==> src/rtl/gyro_drx_deser.sv <==
// gyro_drx_deser: DRX/DSYNC receive front end with MSB-first deserialiser and output FIFO.
// Optional build macro GYRO_DESER_PARITY_EN appends an even-parity bit to each frame.
//   state    | meaning
//   ST_IDLE  | waiting for a dsync rising edge
//   ST_SHIFT | collecting WORD_W data bits on bit_stb
//   ST_PAR   | collecting the trailing parity bit (parity build only)
//   ST_PUSH  | one cycle, completed word written to the FIFO
module gyro_drx_deser #(
  parameter int WORD_W      = 32,
  parameter int FIFO_DEPTH  = 16,
  parameter int SYNC_STAGES = 2
) (
  input  logic                          ACLK,
  input  logic                          ARESETn,
  input  logic                          enable,
  input  logic [7:0]                    div_cfg,
  input  logic                          drx,
  input  logic                          dsync,
  output logic [WORD_W-1:0]             m_data,
  output logic                          m_valid,
  input  logic                          m_ready,
  output logic [$clog2(FIFO_DEPTH):0]   fifo_count,
  output logic                          ovf,
  output logic                          frame_err,
`ifdef GYRO_DESER_PARITY_EN
  output logic                          parity_err,
`endif
  input  logic                          err_clr
);

  localparam int PTR_W = $clog2(FIFO_DEPTH);
  localparam int CNT_W = PTR_W + 1;
  localparam int IDX_W = $clog2(WORD_W);

  typedef enum logic [1:0] {
    ST_IDLE  = 2'd0,
    ST_SHIFT = 2'd1,
`ifdef GYRO_DESER_PARITY_EN
    ST_PAR   = 2'd3,
`endif
    ST_PUSH  = 2'd2
  } state_t;

  logic [SYNC_STAGES-1:0] drx_sr;
  logic [SYNC_STAGES-1:0] dsync_sr;
  logic                   dsync_d;
  logic                   drx_s;
  logic                   dsync_s;
  logic                   sync_edge;

  logic [7:0]             bit_cnt;
  logic [7:0]             div_lat;
  logic                   bit_stb;

  state_t                 state, state_n;
  logic [WORD_W-1:0]      shreg, shreg_n;
  logic [IDX_W-1:0]       bit_idx, bit_idx_n;
  logic                   push;
  logic                   ferr_set;
`ifdef GYRO_DESER_PARITY_EN
  logic                   perr_set;
`endif

  logic [WORD_W-1:0]      mem [FIFO_DEPTH];
  logic [PTR_W-1:0]       wr_ptr, rd_ptr, rd_ptr_nx;
  logic [CNT_W-1:0]       count_n;
  logic                   full, pop, wr_en, drop;

  assign drx_s     = drx_sr[SYNC_STAGES-1];
  assign dsync_s   = dsync_sr[SYNC_STAGES-1];
  assign sync_edge = dsync_s & ~dsync_d;

  always_ff @(posedge ACLK or negedge ARESETn) begin
    if (!ARESETn) begin
      drx_sr   <= '0;
      dsync_sr <= '0;
      dsync_d  <= 1'b0;
    end else begin
      drx_sr   <= {drx_sr[SYNC_STAGES-2:0], drx};
      dsync_sr <= {dsync_sr[SYNC_STAGES-2:0], dsync};
      dsync_d  <= dsync_s;
    end
  end

  // Half-period preload puts the first strobe near the middle of bit 0.
  always_ff @(posedge ACLK or negedge ARESETn) begin
    if (!ARESETn) begin
      bit_cnt <= '0;
      div_lat <= '0;
    end else if (sync_edge) begin
      bit_cnt <= div_cfg >> 1;
      div_lat <= div_cfg;
    end else if (bit_cnt == 8'd0) begin
      bit_cnt <= div_lat;
    end else begin
      bit_cnt <= bit_cnt - 8'd1;
    end
  end

  assign bit_stb = (bit_cnt == 8'd0);

  always_ff @(posedge ACLK or negedge ARESETn) begin
    if (!ARESETn) begin
      state   <= ST_IDLE;
      shreg   <= '0;
      bit_idx <= '0;
    end else begin
      state   <= state_n;
      shreg   <= shreg_n;
      bit_idx <= bit_idx_n;
    end
  end

  always_comb begin
    state_n   = state;
    shreg_n   = shreg;
    bit_idx_n = bit_idx;
    ferr_set  = 1'b0;
`ifdef GYRO_DESER_PARITY_EN
    perr_set  = 1'b0;
`endif
    case (state)
      ST_IDLE: begin
        if (sync_edge) begin
          state_n   = ST_SHIFT;
          shreg_n   = '0;
          bit_idx_n = '0;
        end
      end
      ST_SHIFT: begin
        if (sync_edge) begin
          ferr_set  = 1'b1;
          shreg_n   = '0;
          bit_idx_n = '0;
        end else if (bit_stb) begin
          shreg_n   = {shreg[WORD_W-2:0], drx_s};
          bit_idx_n = bit_idx + 1'b1;
          if (bit_idx == IDX_W'(WORD_W-1)) begin
`ifdef GYRO_DESER_PARITY_EN
            state_n = ST_PAR;
`else
            state_n = ST_PUSH;
`endif
          end
        end
      end
`ifdef GYRO_DESER_PARITY_EN
      ST_PAR: begin
        if (sync_edge) begin
          ferr_set  = 1'b1;
          state_n   = ST_SHIFT;
          shreg_n   = '0;
          bit_idx_n = '0;
        end else if (bit_stb) begin
          if ((^shreg) == drx_s) begin
            state_n = ST_PUSH;
          end else begin
            perr_set = 1'b1;
            state_n  = ST_IDLE;
          end
        end
      end
`endif
      ST_PUSH: begin
        // A new frame starting in the push cycle is picked up immediately.
        if (sync_edge) begin
          state_n   = ST_SHIFT;
          shreg_n   = '0;
          bit_idx_n = '0;
        end else begin
          state_n = ST_IDLE;
        end
      end
      default: state_n = ST_IDLE;
    endcase
    if (!enable) begin
      state_n  = ST_IDLE;
      ferr_set = 1'b0;
`ifdef GYRO_DESER_PARITY_EN
      perr_set = 1'b0;
`endif
    end
  end

  assign push      = (state == ST_PUSH);
  assign full      = (fifo_count == CNT_W'(FIFO_DEPTH));
  assign pop       = m_valid & m_ready;
  assign wr_en     = push & (~full | pop);
  assign drop      = push & full & ~pop;
  assign rd_ptr_nx = rd_ptr + 1'b1;
  assign count_n   = fifo_count + CNT_W'(wr_en) - CNT_W'(pop);

  always_ff @(posedge ACLK) begin
    if (wr_en) mem[wr_ptr] <= shreg;
  end

  // m_data is a registered copy of the head entry; it only moves on a pop
  // or when a word lands in an empty (or emptying) FIFO.
  always_ff @(posedge ACLK or negedge ARESETn) begin
    if (!ARESETn) begin
      wr_ptr     <= '0;
      rd_ptr     <= '0;
      fifo_count <= '0;
      m_valid    <= 1'b0;
      m_data     <= '0;
    end else begin
      if (wr_en) wr_ptr <= wr_ptr + 1'b1;
      if (pop)   rd_ptr <= rd_ptr_nx;
      fifo_count <= count_n;
      m_valid    <= (count_n != '0);
      if (wr_en && (fifo_count == '0 || (pop && fifo_count == CNT_W'(1)))) begin
        m_data <= shreg;
      end else if (pop && fifo_count > CNT_W'(1)) begin
        m_data <= mem[rd_ptr_nx];
      end
    end
  end

  always_ff @(posedge ACLK or negedge ARESETn) begin
    if (!ARESETn) begin
      ovf       <= 1'b0;
      frame_err <= 1'b0;
    end else begin
      ovf       <= drop | (ovf & ~err_clr);
      frame_err <= ferr_set | (frame_err & ~err_clr);
    end
  end

`ifdef GYRO_DESER_PARITY_EN
  always_ff @(posedge ACLK or negedge ARESETn) begin
    if (!ARESETn) parity_err <= 1'b0;
    else          parity_err <= perr_set | (parity_err & ~err_clr);
  end
`endif

endmodule
==> config.mk <==
export PLATFORM = sky130hd
export DESIGN_NAME = gyro_drx_deser
export DESIGN_NICKNAME = d
export VERILOG_FILES = /design/src/rtl/gyro_drx_deser.sv
export SDC_FILE = /design/constraint.sdc
export NUM_CORES = 1
export LEC_CHECK = 0
export ABC_AREA = 1
export BUFFER_PORTS_ARGS = -buffer_cell sky130_fd_sc_hd__buf_2
export CELL_PAD_IN_SITES_DETAIL_PLACEMENT = 1
export CELL_PAD_IN_SITES_GLOBAL_PLACEMENT = 1
export CORE_AREA = 2 2 331 333
export CTS_BUF_LIST = sky130_fd_sc_hd__clkbuf_8 sky130_fd_sc_hd__clkbuf_16
export CTS_CLUSTER_SIZE = 8
export DETAILED_ROUTE_END_ITERATION = 10
export DIE_AREA = 0 0 333 335
export PLACE_DENSITY = 0.46
export SLEW_MARGIN = 20
export SYNTH_ARGS = -nofsm -noshare
export SYNTH_HDL_FRONTEND = slang
export SYNTH_SLANG_ARGS = --single-unit
export TNS_END_PERCENT = 100
==> constraint.sdc <==
create_clock -name ACLK -period 3.8 [get_ports ACLK]
set_input_delay 0.76 -clock ACLK [delete_from_list [all_inputs] [get_ports ACLK]]
set_output_delay 0.76 -clock ACLK [all_outputs]
set_load 0.02 [all_outputs]
==> impl_metrics.ini <==
[floorplanning]
die_x_um = 333
die_h_um = 335
die-area_mm2 = 0.112
ios = 55
core_mm2 = 0.108
num_rows = 121
initial_core_util = 0.248

[timing]
setup_violations = 0
drv_slew = 0
fin_ws_ps = 963
hold_violations = 0
hold_ws_ps = 214
max_freq_mhz = 353
worst_pin_slew_ps = 1100
rsz0062_at_grt = no
slew_headroom = 0.268
layout_min_cycle_time_ps = 2840
timing.final.crit_share = 0.746
skew_ps = 34.6
setup_tns_ps = 0

[power]
p_int_mw = 14.2
seq_power_share = 0.328
pwr-share-clk = 0.305
switching_share = 0.404
pwr_density_cell_mw_per_mm2 = 750
finalPower_mw = 23.8
p_leak_nw = 14.0
combinationalPowerShare = 0.366
power.switching_mw = 9.61
ir_drop_uv = 829

[drt]
drc_errors = 0
drt_first_pass_iters = 4
drt_wl_total_um = 85000
vias_per_cell = 4.38
vias = 18625
first_iter_violations = 1099
ant_nets = 0
wl_per_cell_um = 20.0

[logic_synthesis]
synth_seq_area_share = 0.673
avgSynthCellArea_um2 = 9.94
synthCells = 2703
ys_ff_latch = 620
synth_cell_types = 27
yosysWarnings = 0
synth_area_mm2 = 0.0269
synthesis.nets = 2735

[setup_path]
arrival_ps = 3350
worstSetupEndpointType = flop
cpMostUsedCell = nand2_1
critPathKind = flop to flop
cpPeakStageDelay_ps = 440
cp_num_buf_inv = 2
path_cells = inv_1 -> ha_1 -> nand2_1 -> nor3_1 -> nand2_1 -> nand2_1 -> inv_1 -> nand2_1 -> nand2_1 -> ha_1 -> fa_1 -> a21oi_1 -> o21bai_1 -> xor2_1 -> nand3_1
start_kind = flop
critPathMaxFanout = 8
slowest_stage = fa_1
cpLargestDelayFamily = adder cells
crit_required_ps = 4320

[global_routing]
grt_usage = 0.154
grt_overflow_total = 0
grt_pass1_vias = 19986
antenna_found_initial = 3
grt_pass1_wl_um = 129000
grt_max_degree = 175

[place]
dpl_worst_slack_ps = 672
port_buffers = 54
place_hpwl_um = 46000
place.gp.congestion = 0.716

[clock_network]
clkTransAtPathRegs_ps = 50
cts_buffer_depth = 3
clockRootBuffer = clkbuf_16
post_cts_buffers = 0
htreeDepth = 3
cts.sinks = 620
clk_latency_ps = 660
cts_inserted_buffers = 88
cts_resized = 0
cts_tree = yes
holdBufCountCts = 0

[final_layout]
postLayoutCoreUtil = 0.294
final_common_cell = nand2_1
area_growth_pct = 18.1
drive_gt1_frac = 0.0801
nets = 2795
final_cell_mix = nand2_1, inv_1, edfxtp_1
diodes = 0

[hold_path]
hold_path.class = input pin to flop

[status]
status = finished, final reports clean

[run]
maxCapViolations = 0
[cell families after synthesis]
kind of cell / after synthesis / synth area share
AOI/OAI and AO/OA: 42 / 0.00852
xor gates and xnor gates: 14 / 0.00457
adders and majority gates: 17 / 0.00820
buffers and inverters: 596 / 0.0855
DFF: 620 / 0.673
muxes: 1 / 0.000373
and+or+nand+nor: 1413 / 0.220
[routing by layer]
metal  global-route usage  wire [um]  part of all wire
met1                0.211      40700              0.48
met5                    0          0                 0
met4               0.0400       1530             0.018
met3               0.0235       2950             0.035
met2                0.253      39800              0.47
[metrics by stage]
step	instance area [um2]	cells
final	31700	4248
after global routing	31700	4248
after CTS	31700	4248
after detailed placement	29200	4087
after global placement	29200	4087
after floorplan	26900	2703
[power groups by stage]
stage / sequential (mW) / combinational (mW) / clock [mW]
global placement: 7.95 / 8.90 / 0
floorplan: 8.06 / 5.31 / 0
global route: 7.85 / 9.81 / 7.78
CTS: 7.83 / 8.96 / 7.54
detailed placement: 7.96 / 8.94 / 0
finish: 7.81 / 8.72 / 7.27
[Yosys cell counts]
cell type,number,area [um2]
nor2_1,33,124
buf_6,2,22.5
nand2_1,912,3420
nor3b_1,1,7.51
a21oi_1,5,25.0
clkbuf_1,71,267
buf_4,1,7.51
o22ai_1,11,68.8
nor3_1,7,35.0
ha_1,16,200
buf_2,33,165
nand3b_1,2,15.0
edfxtp_1,512,15400
fa_1,1,20.0
mux2i_1,1,10.0
buf_1,20,75.1
xnor2_1,3,26.3
o21ai_0,24,120
clkinv_1,1,3.75
nand2_2,2,12.5
o21bai_1,2,15.0
inv_2,2,7.51
nand3_1,455,2280
xor2_1,11,96.3
nand3_2,1,10.0
dfrtp_1,108,2700
inv_1,466,1750
[registers in the layout, summed over array words and instances, names as in the netlist]
signal / flops
bit_cnt: 8
bit_idx: 5
div_lat: 8
drx_sr: 2
dsync_d: 1
dsync_sr: 2
fifo_count: 5
frame_err: 1
m_data: 32
m_valid: 1
mem: 512
ovf: 1
rd_ptr: 4
shreg: 32
state: 2
wr_ptr: 4
[cell type report]
cell class	count	area (um2)
fill	12240	76400
clock buffer	88	2200
sequential	620	18100
timing repair buffer	97	850
tap	1414	1770
inverter	469	1770
clock inverter	73	380
multi-input combinational	1487	6680
[worst paths after layout]
check | start | to | slack, ps | cells past startpoint
worst min-delay path | dsync | dsync_sr[0]$_DFF_PN0_ | 210 | 1
min in group asynchronous | ARESETn | shreg[13]$_DFFE_PN0P_ | 240 | 1
worst max register to register | fifo_count[2]$_DFF_PN0_ | m_valid$_DFF_PN0_ | 960 | 15
worst min register to register | dsync_sr[0]$_DFF_PN0_ | dsync_sr[1]$_DFF_PN0_ | 350 | 0
worst max-delay path | fifo_count[2]$_DFF_PN0_ | m_valid$_DFF_PN0_ | 960 | 15
max in group asynchronous | ARESETn | shreg[14]$_DFFE_PN0P_ | 2730 | 2
(Power assumes the default switching activity.)
